$ cat src/rtl/serial_addsub_nbit.sv
// -----------------------------------------------------------------------------
// serial_addsub_nbit
//
// Multi-cycle adder/subtractor for WIDTH-bit operands. Each CALC cycle resolves
// BITS_PER_CYCLE bits, LSB first, through a ripple of full-adder slices. The
// carry between steps is held in a register, so the adder hardware stays small
// and the full result is ready after STEPS = WIDTH/BITS_PER_CYCLE cycles.
//
// Subtraction is done as A + ~B + 1. The incoming carry/borrow is folded into
// the initial carry as (i_cin ^ i_sub), so A - B - borrow becomes
// A + ~B + (1 - borrow). o_carry is therefore a raw carry: 1 means "no borrow".
//
// Ports
//   i_clk        clock, all state changes on the rising edge
//   i_rst        synchronous active-high reset
//   i_valid      operand request valid
//   o_ready      block can accept operands (IDLE only, and not in reset)
//   i_a, i_b     operands, sampled only at the accept edge
//   i_cin        carry-in when adding, borrow-in when subtracting
//   i_sub        0 = A+B+cin, 1 = A-B-cin
//   o_valid      result valid (DONE state)
//   i_out_ready  downstream accepts the result
//   o_sum        result, modulo 2^WIDTH
//   o_carry      carry out of the MSB
//   o_overflow   two's-complement signed overflow
// -----------------------------------------------------------------------------
module serial_addsub_nbit #(
    parameter int WIDTH          = 8,
    parameter int BITS_PER_CYCLE = 1
) (
    input  logic             i_clk,
    input  logic             i_rst,
    input  logic             i_valid,
    output logic             o_ready,
    input  logic [WIDTH-1:0] i_a,
    input  logic [WIDTH-1:0] i_b,
    input  logic             i_cin,
    input  logic             i_sub,
    output logic             o_valid,
    input  logic             i_out_ready,
    output logic [WIDTH-1:0] o_sum,
    output logic             o_carry,
    output logic             o_overflow
);

    localparam int STEPS = WIDTH / BITS_PER_CYCLE;
    localparam int CNT_W = (STEPS > 1) ? $clog2(STEPS) : 1;
    localparam logic [CNT_W-1:0] LAST_STEP = CNT_W'(STEPS - 1);

    // Parameter sanity: refuse to elaborate a configuration that cannot
    // assemble a whole result.
    generate
        if (WIDTH < 2) begin : g_bad_width
            $error("serial_addsub_nbit: WIDTH must be at least 2");
        end
        if (BITS_PER_CYCLE < 1 || BITS_PER_CYCLE > WIDTH ||
            (WIDTH % BITS_PER_CYCLE) != 0) begin : g_bad_bpc
            $error("serial_addsub_nbit: BITS_PER_CYCLE must divide WIDTH");
        end
    endgenerate

    typedef enum logic [1:0] {
        IDLE = 2'd0,
        CALC = 2'd1,
        DONE = 2'd2
    } state_t;

    state_t             state_reg,     state_next;
    logic [WIDTH-1:0]   a_reg,         a_next;
    logic [WIDTH-1:0]   b_reg,         b_next;      // already inverted for subtract
    logic [WIDTH-1:0]   sum_reg,       sum_next;
    logic               carry_reg,     carry_next;  // carry between steps
    logic [CNT_W-1:0]   count_reg,     count_next;
    logic               carry_out_reg, carry_out_next;
    logic               ovf_reg,       ovf_next;

    // -------------------------------------------------------------------------
    // Ripple of full-adder slices over the low BITS_PER_CYCLE bits.
    // chain[gi] is the carry into slice gi; chain[BITS_PER_CYCLE] leaves the
    // group and becomes the next step's carry.
    // -------------------------------------------------------------------------
    logic [BITS_PER_CYCLE:0]   chain;
    logic [BITS_PER_CYCLE-1:0] slice_sum;

    assign chain[0] = carry_reg;

    generate
        for (genvar gi = 0; gi < BITS_PER_CYCLE; gi++) begin : g_slice
            assign slice_sum[gi] = a_reg[gi] ^ b_reg[gi] ^ chain[gi];
            assign chain[gi+1]   = (a_reg[gi] & b_reg[gi]) |
                                   (chain[gi] & (a_reg[gi] ^ b_reg[gi]));
        end
    endgenerate

    // The partial sum enters at the top of the result register and older
    // groups move down, so after STEPS shifts the first (LSB) group sits at
    // bit 0. With one step per operation the slice output is the result.
    logic [WIDTH-1:0] sum_shifted;

    generate
        if (BITS_PER_CYCLE == WIDTH) begin : g_sum_single
            assign sum_shifted = slice_sum;
        end else begin : g_sum_shift
            assign sum_shifted = {slice_sum, sum_reg[WIDTH-1:BITS_PER_CYCLE]};
        end
    endgenerate

    // -------------------------------------------------------------------------
    // Next-state and datapath logic
    // -------------------------------------------------------------------------
    always_comb begin
        state_next     = state_reg;
        a_next         = a_reg;
        b_next         = b_reg;
        sum_next       = sum_reg;
        carry_next     = carry_reg;
        count_next     = count_reg;
        carry_out_next = carry_out_reg;
        ovf_next       = ovf_reg;

        case (state_reg)
            IDLE: begin
                // o_ready is high whenever IDLE is not under reset, and reset
                // has priority in the register process, so i_valid suffices.
                if (i_valid) begin
                    a_next     = i_a;
                    b_next     = i_sub ? ~i_b : i_b;
                    carry_next = i_cin ^ i_sub;
                    count_next = '0;
                    state_next = CALC;
                end
            end

            CALC: begin
                a_next     = a_reg >> BITS_PER_CYCLE;
                b_next     = b_reg >> BITS_PER_CYCLE;
                sum_next   = sum_shifted;
                carry_next = chain[BITS_PER_CYCLE];
                count_next = count_reg + CNT_W'(1);
                if (count_reg == LAST_STEP) begin
                    // Final group holds the MSB: overflow is the carry into
                    // the MSB slice differing from the carry out of it.
                    carry_out_next = chain[BITS_PER_CYCLE];
                    ovf_next       = chain[BITS_PER_CYCLE] ^ chain[BITS_PER_CYCLE-1];
                    count_next     = '0;
                    state_next     = DONE;
                end
            end

            DONE: begin
                if (i_out_ready) begin
                    state_next = IDLE;
                end
            end

            default: begin
                state_next = IDLE;
            end
        endcase
    end

    // -------------------------------------------------------------------------
    // State register
    // -------------------------------------------------------------------------
    always_ff @(posedge i_clk) begin
        if (i_rst) begin
            state_reg     <= IDLE;
            a_reg         <= '0;
            b_reg         <= '0;
            sum_reg       <= '0;
            carry_reg     <= 1'b0;
            count_reg     <= '0;
            carry_out_reg <= 1'b0;
            ovf_reg       <= 1'b0;
        end else begin
            state_reg     <= state_next;
            a_reg         <= a_next;
            b_reg         <= b_next;
            sum_reg       <= sum_next;
            carry_reg     <= carry_next;
            count_reg     <= count_next;
            carry_out_reg <= carry_out_next;
            ovf_reg       <= ovf_next;
        end
    end

    // -------------------------------------------------------------------------
    // Outputs
    // -------------------------------------------------------------------------
    assign o_ready    = (state_reg == IDLE) && !i_rst;
    assign o_valid    = (state_reg == DONE);
    assign o_sum      = sum_reg;
    assign o_carry    = carry_out_reg;
    assign o_overflow = ovf_reg;

endmodule

$ cat config.mk
export PLATFORM = sky130hd
export DESIGN_NAME = serial_addsub_nbit
export DESIGN_NICKNAME = d
export VERILOG_FILES = /design/src/rtl/serial_addsub_nbit.sv
export SDC_FILE = /design/constraint.sdc
export NUM_CORES = 1
export LEC_CHECK = 0
export BUFFER_PORTS_ARGS = -buffer_cell sky130_fd_sc_hd__buf_2
export CAP_MARGIN = 15
export CORE_ASPECT_RATIO = 0.6
export CORE_UTILIZATION = 45
export CTS_CLUSTER_DIAMETER = 80
export DETAILED_ROUTE_END_ITERATION = 8
export PLACE_DENSITY = 0.82
export SLEW_MARGIN = 20
export SYNTH_ARGS = -nofsm -noshare
export SYNTH_HDL_FRONTEND = slang
export SYNTH_SLANG_ARGS = --single-unit
$ cat constraint.sdc
create_clock -name i_clk -period 1.3 [get_ports i_clk]
set_clock_uncertainty 0.1 [all_clocks]
set_input_delay 0.26 -clock i_clk [delete_from_list [all_inputs] [get_ports i_clk]]
set_output_delay 0.26 -clock i_clk [all_outputs]
set_load 0.01 [all_outputs]
==> results.md, run 1 <==
- CTS tree: yes
- Routed wl met2: 1781 um
- CP required: 940 ps
- Syn_area_per_cell: 8.488 sq um
- WL met1: 1759 um
- Failing checks: setup timing
- Fin crit period: 1383 ps
- Vias: 1451
- Clock latency on the worst-skew pair: 290 ps
- Clock Root Buffer: clkbuf_8
- CP Launch Type: flip-flop
- Top routing layer used: met4
- Routed vias/inst: 5.354
- Net Sw Frac: 26.31%
- Netlist Area Pre-Place: 1494 sq um
- Met3 routed WL: 246 um
- Global route overflow: 0
- Row count: 15
- Worst path arrival time: 1020 ps
- Ant diodes: 0
- Initial antenna violation count: 0
- I/O Pins: 34
- Yosys reg bits: 32
- Critical path type: flip-flop to primary output
- Die X: 76.39 um
- Residual DRC: 0
- Synth cell types: 28
- Share of cells above drive strength 1: 43.23%
- Height of the die: 46.63 um
- Vias in the first global route: 1250
- LEAKAGE: 0.0008545 uW
- GRT Util Overall: 21.64%
- Routability Congestion: 0.7828
- Clk buf depth: 2
- Final wirelength: 3857 um
- Hold WC Path Type: input port to flip-flop
- Largest net degree at the start of global routing: 19
- Layout area overhead: 39.20%
- WL/cell: 14.23 um
- Final hold vios: 0
- DRT antenna net count: 0
- Max-cap viol count: 0
- Non-Filler Instances: 271
- RSZ-0062 raised after global routing: true
- Worst-Margin Slew: 310.2 ps
- Slew Viols, Final: 0
- Placed insts: 256
- Final Core Density: 69.25%
- Maximum VDD drop: 0.5397 mV
- Status: finished with violations
- Cells after Synth: 176
- Clock sink count: 32
- PwrDens: 1075 nW/um^2
- Peak Freq: 723.1 MHz
- Reg2Reg Setup Slack: -20 ps
- Initial Util: 49.75%
- Worst Path Max Fanout: 4
- Nets@finish: 253
- Buffers added on ports: 33
- P_sw: 587.9 uW
- Full die area: 3562 sq um
- Clock Power Share: 35.4%
- Setup TNS: -213.2 ps
- Worst Slack Setup Final: -83.02 ps
- Reg clk slew, reported paths: 60 ps
- Seq pwr share: 48.4%
- Pint: 1647 uW
- First-pass GRT wire length: 5692 um
- CP endpoint kind: primary output
- Syn nets: 201
- Total core area: 3003 sq um
- CTS Buf Count: 5
- Hold Buf Count CTS: 0
- CTS H-Tree Depth: 2
- Sequential area share after synthesis: 42.88%
- Fin crit share: 106.4%
- Final Setup Violations: 6
- Post-DP HPWL: 2435 um
- Pre-antenna DRT Iters: 4
- First DRT Iteration DRCs: 91
- YS warnings: 0
- Max_slew headroom: 79.27%
- Logic pwr share: 16.2%
## metrics by stage
step	power, uW	hold slack [ps]	setup slack, ps	cell area [sq um]
3_3_place_gp	1391	342.2	29.29	1784
3_5_place_dp	1402	344.1	-9.845	1784
5_1_grt	2315	159.4	-120.7	2079
2_1_floorplan	1294	323.4	56.92	1501
6_report	2235	139.9	-83.02	2079
4_1_cts	2191	140.4	-82.58	1971
## logic make-up after synthesis
kind of cell    Yosys count  share of synthesized area [%]
mux                       1                         0.7537
simple gates             51                          14.82
fa+ha+maj                 3                          3.015
xor+xnor                 10                          5.863
flops                    32                          42.88
compound gates           56                          24.96
buf+inv                  23                          7.705
## worst max-delay path: stages, from the launching register on
cell     delay [ps]
dfxtp_4         360
buf_6           120
nor3_4          110
buf_2           150
## timing repair
item                                    4_1_cts  5_1_grt
hold endpoints to repair                      0        0
setup buffers                                 6        0
endpoints found under the setup margin        7       24
cloned                                        0        1
pin swaps                                     3       18
gates resized for setup                      14       25
## cells in the final DEF, fill, tap and decap left out, types with 2 or more instances in the layout
cell	n
dfxtp_2	2
buf_2	32
clkbuf_8	6
nor2_2	2
o22ai_1	8
a21oi_1	24
a21oi_2	2
nand3_1	2
dfxtp_4	2
nand2b_1	2
clkbuf_1	2
dfxtp_1	28
nor2_1	15
a22oi_2	9
nand3b_1	2
buf_6	8
nor2b_1	2
o221a_2	6
xnor2_1	9
a22oi_1	2
buf_4	20
nand2_1	21
inv_1	8
## power groups by stage
stage / clock network [uW] / logic [uW] / registers (uW)
after detailed placement: 0 / 308 / 1090
after global routing: 831 / 397 / 1090
after global placement: 0 / 299 / 1090
after CTS: 794 / 326 / 1070
after floorplan: 0 / 210 / 1080
final: 792 / 362 / 1080
## path summary, 6_finish.rpt
check	from	end	cells past startpoint
max	state_reg[1]	o_ready	3
min	i_b[3]	b_reg[3]	3
max reg2reg	state_reg[1]	b_reg[5]	5
min reg2reg	o_overflow	o_overflow	2
## Yosys cell counts
cell,instances,area [sq um]
a22oi_1,11,82.58
fa_1,1,20.02
ha_1,2,25.02
a21oi_1,26,130.1
nand3_1,2,10.01
nand2_1,21,78.83
or3_1,1,6.260
nand3b_1,2,15.01
dfxtp_1,32,640.6
inv_1,8,30.03
o21a_1,1,7.510
mux2_2,1,11.26
buf_4,3,22.52
o221a_2,6,67.56
o21bai_1,1,7.510
nor2b_1,3,18.77
clkbuf_1,3,11.26
nand2b_1,3,18.77
nor2_1,17,63.81
buf_2,8,40.04
xor2_1,1,8.760
buf_6,1,11.26
nor3_1,2,10.01
o21ai_0,1,5.000
a221oi_2,1,15.01
xnor2_1,9,78.83
o22ai_1,8,50.05
a21o_1,1,7.510
## routing by layer
metal / global-route usage, % / vias up
met3: 5.941 / 8
met4: 10.38 / 0
met2: 36.04 / 56
met1: 26.84 / 669
met5: 0 / -
li1: - / 718
## layout make-up
cell class | count | area [sq um]
Tap cell | 42 | 52.55
Timing Repair Buffer | 60 | 400.4
Multi-Input combinational cell | 121 | 855.8
Inverter | 8 | 30.03
Clock buffer | 8 | 90.09
Fill cell | 227 | 923.4
Sequential cell | 32 | 650.6
Power figures use the tool's default switching activity.
==> run 2: changes to the inputs <==
--- a/config.mk
+++ b/config.mk
@@ -11,7 +11,7 @@
 export CORE_UTILIZATION = 45
 export CTS_CLUSTER_DIAMETER = 80
 export DETAILED_ROUTE_END_ITERATION = 8
-export PLACE_DENSITY = 0.82
+export PLACE_DENSITY = 0.79
 export SLEW_MARGIN = 20
 export SYNTH_ARGS = -nofsm -noshare
 export SYNTH_HDL_FRONTEND = slang
==> constraint.sdc (replaced) <==
create_clock -name i_clk -period 1.74 [get_ports i_clk]
set_clock_uncertainty 0.1 [all_clocks]
set_input_delay 0.348 -clock i_clk [delete_from_list [all_inputs] [get_ports i_clk]]
set_output_delay 0.348 -clock i_clk [all_outputs]
set_load 0.01 [all_outputs]
==> run 2 against run 1 <==
The run now ends clean; critical path depth did not move; clock power is 12% lower; core utilization fell by 9.2 points; non-clock buffer count decreased by 18; cell count is 6.6% lower; final area fell by 13%; first-iteration DRC count down 22%; count of clock-buffer cells in the layout fell by 2; sequential cell count unchanged; critical path type unchanged.
==> results.md, run 2 (synthesized netlist as in run 1, its figures left out) <==
- Status: finished clean (was finished with violations)
- Peak Freq: 597.4 MHz
- Worst stage delay on the critical path: 390 ps (was 360 ps)
- Top Usage Layer GRT: met2 (unchanged)
- CP Launch Type: flip-flop (unchanged)
- Full die area: 3562 sq um (unchanged)
- Pint: 1298 uW (was 1647 uW)
- Commonest non-fill, non-tap cell in the layout: buf_2 (unchanged)
- Max_slew headroom: 74.79% (was 79.27%)
- Setup TNS: 0 ps (was -213.2 ps)
- Worst Path Max Fanout: 15 (was 4)
- Worst-Margin Slew: 377.7 ps (was 310.2 ps)
- Setup Buffers After CTS: 0 (was 6)
- P_sw: 413.7 uW (was 587.9 uW)
- Clock sink count: 32 (unchanged)
- Total core area: 3003 sq um (unchanged)
- CP required: 1290 ps (was 940 ps)
- Die X: 76.39 um (unchanged)
- PwrDens: 949.4 nW/um^2 (was 1075 nW/um^2)
- Global route overflow: 0 (unchanged)
- Ant diodes: 0 (unchanged)
- Clk buf depth: 2 (unchanged)
- LEAKAGE: 0.0007567 uW (was 0.0008545 uW)
- Crit path buffers/inverters: 2 (unchanged)
- Height of the die: 46.63 um (unchanged)
- Met3 GRT Util: 6.139% (was 5.941%)
- I/O Pins: 34 (unchanged)
- Seq pwr share: 46.9% (was 48.4%)
- Logic pwr share: 12.2% (was 16.2%)
- Most frequent cells in the layout: buf_2 (33), dfxtp_1 (31), a21oi_1 (26) (was buf_2 (32), dfxtp_1 (28), a21oi_1 (24))
- Final wirelength: 3160 um (was 3857 um)
- CTS tree: yes (unchanged)
- Post-placement cell area: 1694 sq um (was 1784 sq um)
- Vias: 1299 (was 1451)
- First-pass GRT wire length: 5354 um (was 5692 um)
- Worst path arrival time: 1230 ps (was 1020 ps)
- WL/cell: 12.49 um (was 14.23 um)
- Max-cap viol count: 0 (unchanged)
- Clock Power Share: 40.9% (was 35.4%)
- Family with the most delay on the worst path: flip-flops (unchanged)
- Row count: 15 (unchanged)
- Post-Layout Inst Area: 1803 sq um (was 2079 sq um)
- Slowest-stage cell, CP: dfxtp_2 (was dfxtp_4)
- Buffers added on ports: 33 (unchanged)
- Share of cells above drive strength 1: 27.49% (was 43.23%)
- Residual DRC: 0 (unchanged)
- DRT antenna net count: 0 (unchanged)
- Clock latency on the worst-skew pair: 280 ps (was 290 ps)
- First DRT Iteration DRCs: 71 (was 91)
- Clock Root Buffer: clkbuf_8 (unchanged)
- Fin crit period: 1674 ps
- Initial Util: 49.75% (unchanged)
- Net Sw Frac: 24.17% (was 26.31%)
- Largest net degree at the start of global routing: 33 (was 19)
- Vias in the first global route: 1224 (was 1250)
- CTS Buf Count: 5 (unchanged)
- RSZ-0062 raised after global routing: false (was true)
- Initial antenna violation count: 0 (unchanged)
- Layout area overhead: 20.69% (was 39.20%)
- Slew Viols, Final: 0 (unchanged)
- Pre-antenna DRT Iters: 4 (unchanged)
- Fin crit share: 96.20%
- Maximum VDD drop: 0.4837 mV (was 0.5397 mV)
- Final Setup Violations: 0 (was 6)
- Reg clk slew, reported paths: 60 ps (about the same)
- Routability Congestion: 0.7261 (was 0.7828)
- Fillers: 271 (was 227)
- Nets@finish: 235 (was 253)
- Post-DP HPWL: 2200 um (was 2435 um)
- Pre-CTS WS: 204.2 ps (was -9.845 ps)
- CTS H-Tree Depth: 2 (unchanged)
- Hold WC Path Type: input port to flip-flop (unchanged)
- Final hold vios: 0 (unchanged)
- CP endpoint kind: primary output (unchanged)
- Critical path type: flip-flop to primary output (unchanged)
- Met2 global-route usage: 34.59% (was 36.04%)
- Cells along the critical path: buf_4 -> nor3_1 -> buf_2 (was buf_6 -> nor3_4 -> buf_2)
- Routed vias/inst: 5.134 (was 5.354)
- GRT Util Overall: 20.23% (was 21.64%)
- Worst Slack Setup Final: 66.15 ps (was -83.02 ps)
- Met1 Track Usage GR: 24.43% (was 26.84%)
- Tot Pwr: 1712 uW (was 2235 uW)
[run 2: changes by cell type in the layout (fill, tap and decap cells not counted), moves of 3 or more]
cell,delta
dfxtp_1,+3
a22oi_1,+9
buf_4,-11
buf_6,-8
a22oi_2,-9
[run 2: cell type report]
cell class              count  area [sq um]  area share [%]
clock buffers               6         72.57           4.025
flip-flops and latches     32         641.9           35.60
clock inverters             2         35.03           1.943
inverters                   8         30.03           1.666
multi-input cells         121         738.2           40.94
well taps                  42         52.55           2.915
repair buffers             42         232.7           12.91
[run 2: power groups by stage]
stage	clock network (uW)	logic, uW	registers (uW)
floorplan	0	156	809
global placement	0	205	818
detailed placement	0	208	819
CTS	711	209	803
global route	743	236	809
finish	699	209	804
[run 2: worst paths after layout]
check,depth (start not counted),startpoint,slack (ps),to
max,3,state_reg[1],70,o_ready
min,3,i_out_ready,230,state_reg[1]
max reg2reg,4,state_reg[0],280,o_sum[6]
min reg2reg,2,o_sum[0],350,o_sum[0]
[run 2: per-layer routing]
metal | share of wire (%) | routed length, um
met1 | 53 | 1671
met3 | 3.4 | 108
met5 | 0 | 0
met4 | 0.66 | 21
met2 | 43 | 1358
[run 2: tightest hold or removal path: stages]
cell      delay [ps]
buf_2             70
nand2b_1          90
a21oi_1           50
[run 2: what timing repair did]
item | CTS | global route
setup endpoints to repair | 1 | 0
hold buffers | 0 | 0
hold endpoints to repair | 0 | 0
resized for setup | 1 | 0
[run 2: per-stage QoR]
stage                     utilization, %  hold slack [ps]  cells
after global placement             56.42            343.7    245
after CTS                          60.04            218.8    253
after floorplan                        -            345.6    176
after global routing               60.04            242.3    253
after detailed placement           56.42            345.4    245
final                              60.04            226.4    253
==> run 3: changes to the inputs <==
--- a/config.mk
+++ b/config.mk
@@ -7,11 +7,13 @@
 export LEC_CHECK = 0
 export BUFFER_PORTS_ARGS = -buffer_cell sky130_fd_sc_hd__buf_2
 export CAP_MARGIN = 15
+export CELL_PAD_IN_SITES_DETAIL_PLACEMENT = 0
+export CELL_PAD_IN_SITES_GLOBAL_PLACEMENT = 1
 export CORE_ASPECT_RATIO = 0.6
-export CORE_UTILIZATION = 45
+export CORE_UTILIZATION = 35
 export CTS_CLUSTER_DIAMETER = 80
 export DETAILED_ROUTE_END_ITERATION = 8
-export PLACE_DENSITY = 0.79
+export PLACE_DENSITY = 0.85
 export SLEW_MARGIN = 20
 export SYNTH_ARGS = -nofsm -noshare
 export SYNTH_HDL_FRONTEND = slang
==> constraint.sdc (replaced) <==
create_clock -name i_clk -period 1.4 [get_ports i_clk]
set_clock_uncertainty 0.1 [all_clocks]
set_input_delay 0.28 -clock i_clk [delete_from_list [all_inputs] [get_ports i_clk]]
set_output_delay 0.28 -clock i_clk [all_outputs]
set_load 0.01 [all_outputs]
==> run 3 against run 2 <==
Setup slack worse by 52 ps; critical path depth did not move; sequential power grew 24%; global-route usage down 3.4 points; die area grew 28%; via count up 1.5%; first-iteration DRC count is 11% higher; non-clock buffer count up 11; sequential cell count stayed put.
==> results.md, run 3 (synthesized netlist as in run 1, its figures left out) <==
- Vias in the first global route: 1186 (was 1224)
- Post-DP HPWL: 2333 um (was 2200 um)
- WL/cell: 12.73 um (was 12.49 um)
- Share of cells above drive strength 1: 33.94% (was 27.49%)
- Row count: 17 (was 15)
- Reg2Reg Setup Slack: 50 ps (was 280 ps)
- CP endpoint kind: primary output (unchanged)
- Residual DRC: 0 (unchanged)
- Final hold vios: 0 (unchanged)
- GRT Util Overall: 16.83% (was 20.23%)
- First-pass GRT wire length: 5685 um (was 5354 um)
- Clock sink count: 32 (unchanged)
- Fillers: 387 (was 271)
- Worst-Margin Slew: 303.8 ps (was 377.7 ps)
- Buffers added on ports: 33 (unchanged)
- Fin crit share: 98.96%
- Routed vias/inst: 4.745 (was 5.134)
- Peak Freq: 721.8 MHz
- LEAKAGE: 0.0008209 uW (was 0.0007567 uW)
- Clk buf depth: 2 (unchanged)
- Worst Hold Path EP: state_reg[1] (unchanged)
- Hold depth: 3 (unchanged)
- Maximum VDD drop: 0.3820 mV (was 0.4837 mV)
- Total core area: 3871 sq um (was 3003 sq um)
- Routability Congestion: 0.7316 (was 0.7261)
- Final Setup Violations: 0 (unchanged)
- Full die area: 4542 sq um (was 3562 sq um)
- Max_slew headroom: 79.70% (was 74.79%)
- Max-cap viol count: 0 (unchanged)
- CTS H-Tree Depth: 2 (unchanged)
- Height of the die: 52.61 um (was 46.63 um)
- Pre-antenna DRT Iters: 4 (unchanged)
- Worst flop-to-flop path endpoint: state_reg[0] (was o_sum[6])
- RSZ-0062 raised after global routing: true (was false)
- Worst Path Max Fanout: 4 (was 15)
- Vias: 1319 (was 1299)
- Global route overflow: 0 (unchanged)
- Tot Pwr: 2056 uW (was 1712 uW)
- Largest net degree at the start of global routing: 33 (unchanged)
- RR Startpoint: count_reg[0] (was state_reg[0])
- Hold path start: i_out_ready (unchanged)
- Nets@finish: 246 (was 235)
- Clock Root Buffer: clkbuf_8 (unchanged)
- CP Launch Type: flip-flop (unchanged)
- Slew Viols, Final: 0 (unchanged)
- Worst Slack Setup Final: 14.50 ps (was 66.15 ps)
- DRT antenna net count: 0 (unchanged)
- Worst path arrival time: 1010 ps (was 1230 ps)
- Final wirelength: 3540 um (was 3160 um)
- Layout area overhead: 30.65% (was 20.69%)
- Cell repeated most along the worst path: buf_6
- Clock latency on the worst-skew pair: 280 ps (about the same)
- Commonest non-fill, non-tap cell in the layout: buf_2 (unchanged)
- Ant diodes: 0 (unchanged)
- First DRT Iteration DRCs: 79 (was 71)
- Status: finished clean (unchanged)
- Critical path type: flip-flop to primary output (unchanged)
- Hold WC Path Type: input port to flip-flop (unchanged)
- Pre-CTS WS: 43.68 ps (was 204.2 ps)
- Slowest-stage cell, CP: dfxtp_2 (unchanged)
- Most frequent cells in the layout: buf_2 (33), dfxtp_1 (30), a21oi_1 (26) (was buf_2 (33), dfxtp_1 (31), a21oi_1 (26))
- CTS tree: yes (unchanged)
- Initial Util: 38.59% (was 49.75%)
- I/O Pins: 34 (unchanged)
- Cells along the critical path: buf_6 -> nor2b_4 -> buf_6 (was buf_4 -> nor3_1 -> buf_2)
- Fin crit period: 1386 ps
- PwrDens: 1054 nW/um^2 (was 949.4 nW/um^2)
- R2R depth: 4 (unchanged)
- Initial antenna violation count: 0 (unchanged)
- Reg clk slew, reported paths: 70 ps (was 60 ps)
- Die X: 86.35 um (was 76.39 um)
- CP required: 1020 ps (was 1290 ps)
- Worst stage delay on the critical path: 350 ps (was 390 ps)
- CTS Buf Count: 5 (unchanged)
run 3: cell count changes in the layout (fill, tap and decap cells not counted), moves of 2 or more:
cell	before	now
clkbuf_8	5	7
buf_4	9	14
buf_6	0	4
nor2b_1	3	1
run 3: stage by stage:
step | hold WS [ps] | setup TNS, ps | cell area, sq um | util, % | std cells
floorplan | 343.4 | 0 | 1494 | - | 176
global placement | 346.3 | 0 | 1748 | 45.15 | 263
detailed placement | 349.9 | 0 | 1748 | 45.15 | 263
CTS | 152.4 | 0 | 1912 | 49.39 | 274
global route | 181.5 | -186.2 | 1952 | 50.42 | 278
finish | 167.2 | 0 | 1952 | 50.42 | 278
run 3: what timing repair did:
item	in CTS	in global routing
gates resized for setup	10	6
pin swaps	1	0
setup endpoints to repair	2	9
buffers inserted	4	2
hold buffers	0	0
cloned	0	2
run 3: area by class of cell:
type,instances,area (sq um),share of cell area (%)
flip-flops and latches,32,645.6,33.08
multi-input cells,121,765.7,39.23
repair buffers,53,342.8,17.56
clock buffers,7,96.34,4.936
well taps,57,71.32,3.654
inverters,8,30.03,1.538
run 3: how the worst max path moves through the flow:
stage                       from  cells past startpoint         end
finish              state_reg[1]                      3     o_valid
global route        state_reg[0]                      5    o_sum[5]
CTS                 state_reg[1]                      3     o_ready
detailed placement      a_reg[0]                      4  o_overflow
global placement        a_reg[0]                      4  o_overflow
floorplan           state_reg[0]                      4    b_reg[3]
run 3: critical path: cells and delay by family (launching register included):
| family | cells | cell delay [ps] |
|---|---|---|
| buffers and inverters | 2 | 230 |
| AND/OR/NAND/NOR | 1 | 150 |
| flip-flops | 1 | 350 |
run 3: where the power goes:
group	total [uW]	switching [uW]	internal, uW
Sequential	996	36.8	959
Combinational	303	151	152
Clock	758	321	437
run 3: routing by layer:
layer,vias to the layer above,wire [um],GRT usage [%]
met5,-,0,0
met4,0,51,8.333
met3,5,211,5.197
met2,35,1355,23.02
met1,582,1922,23.53
li1,697,-,-
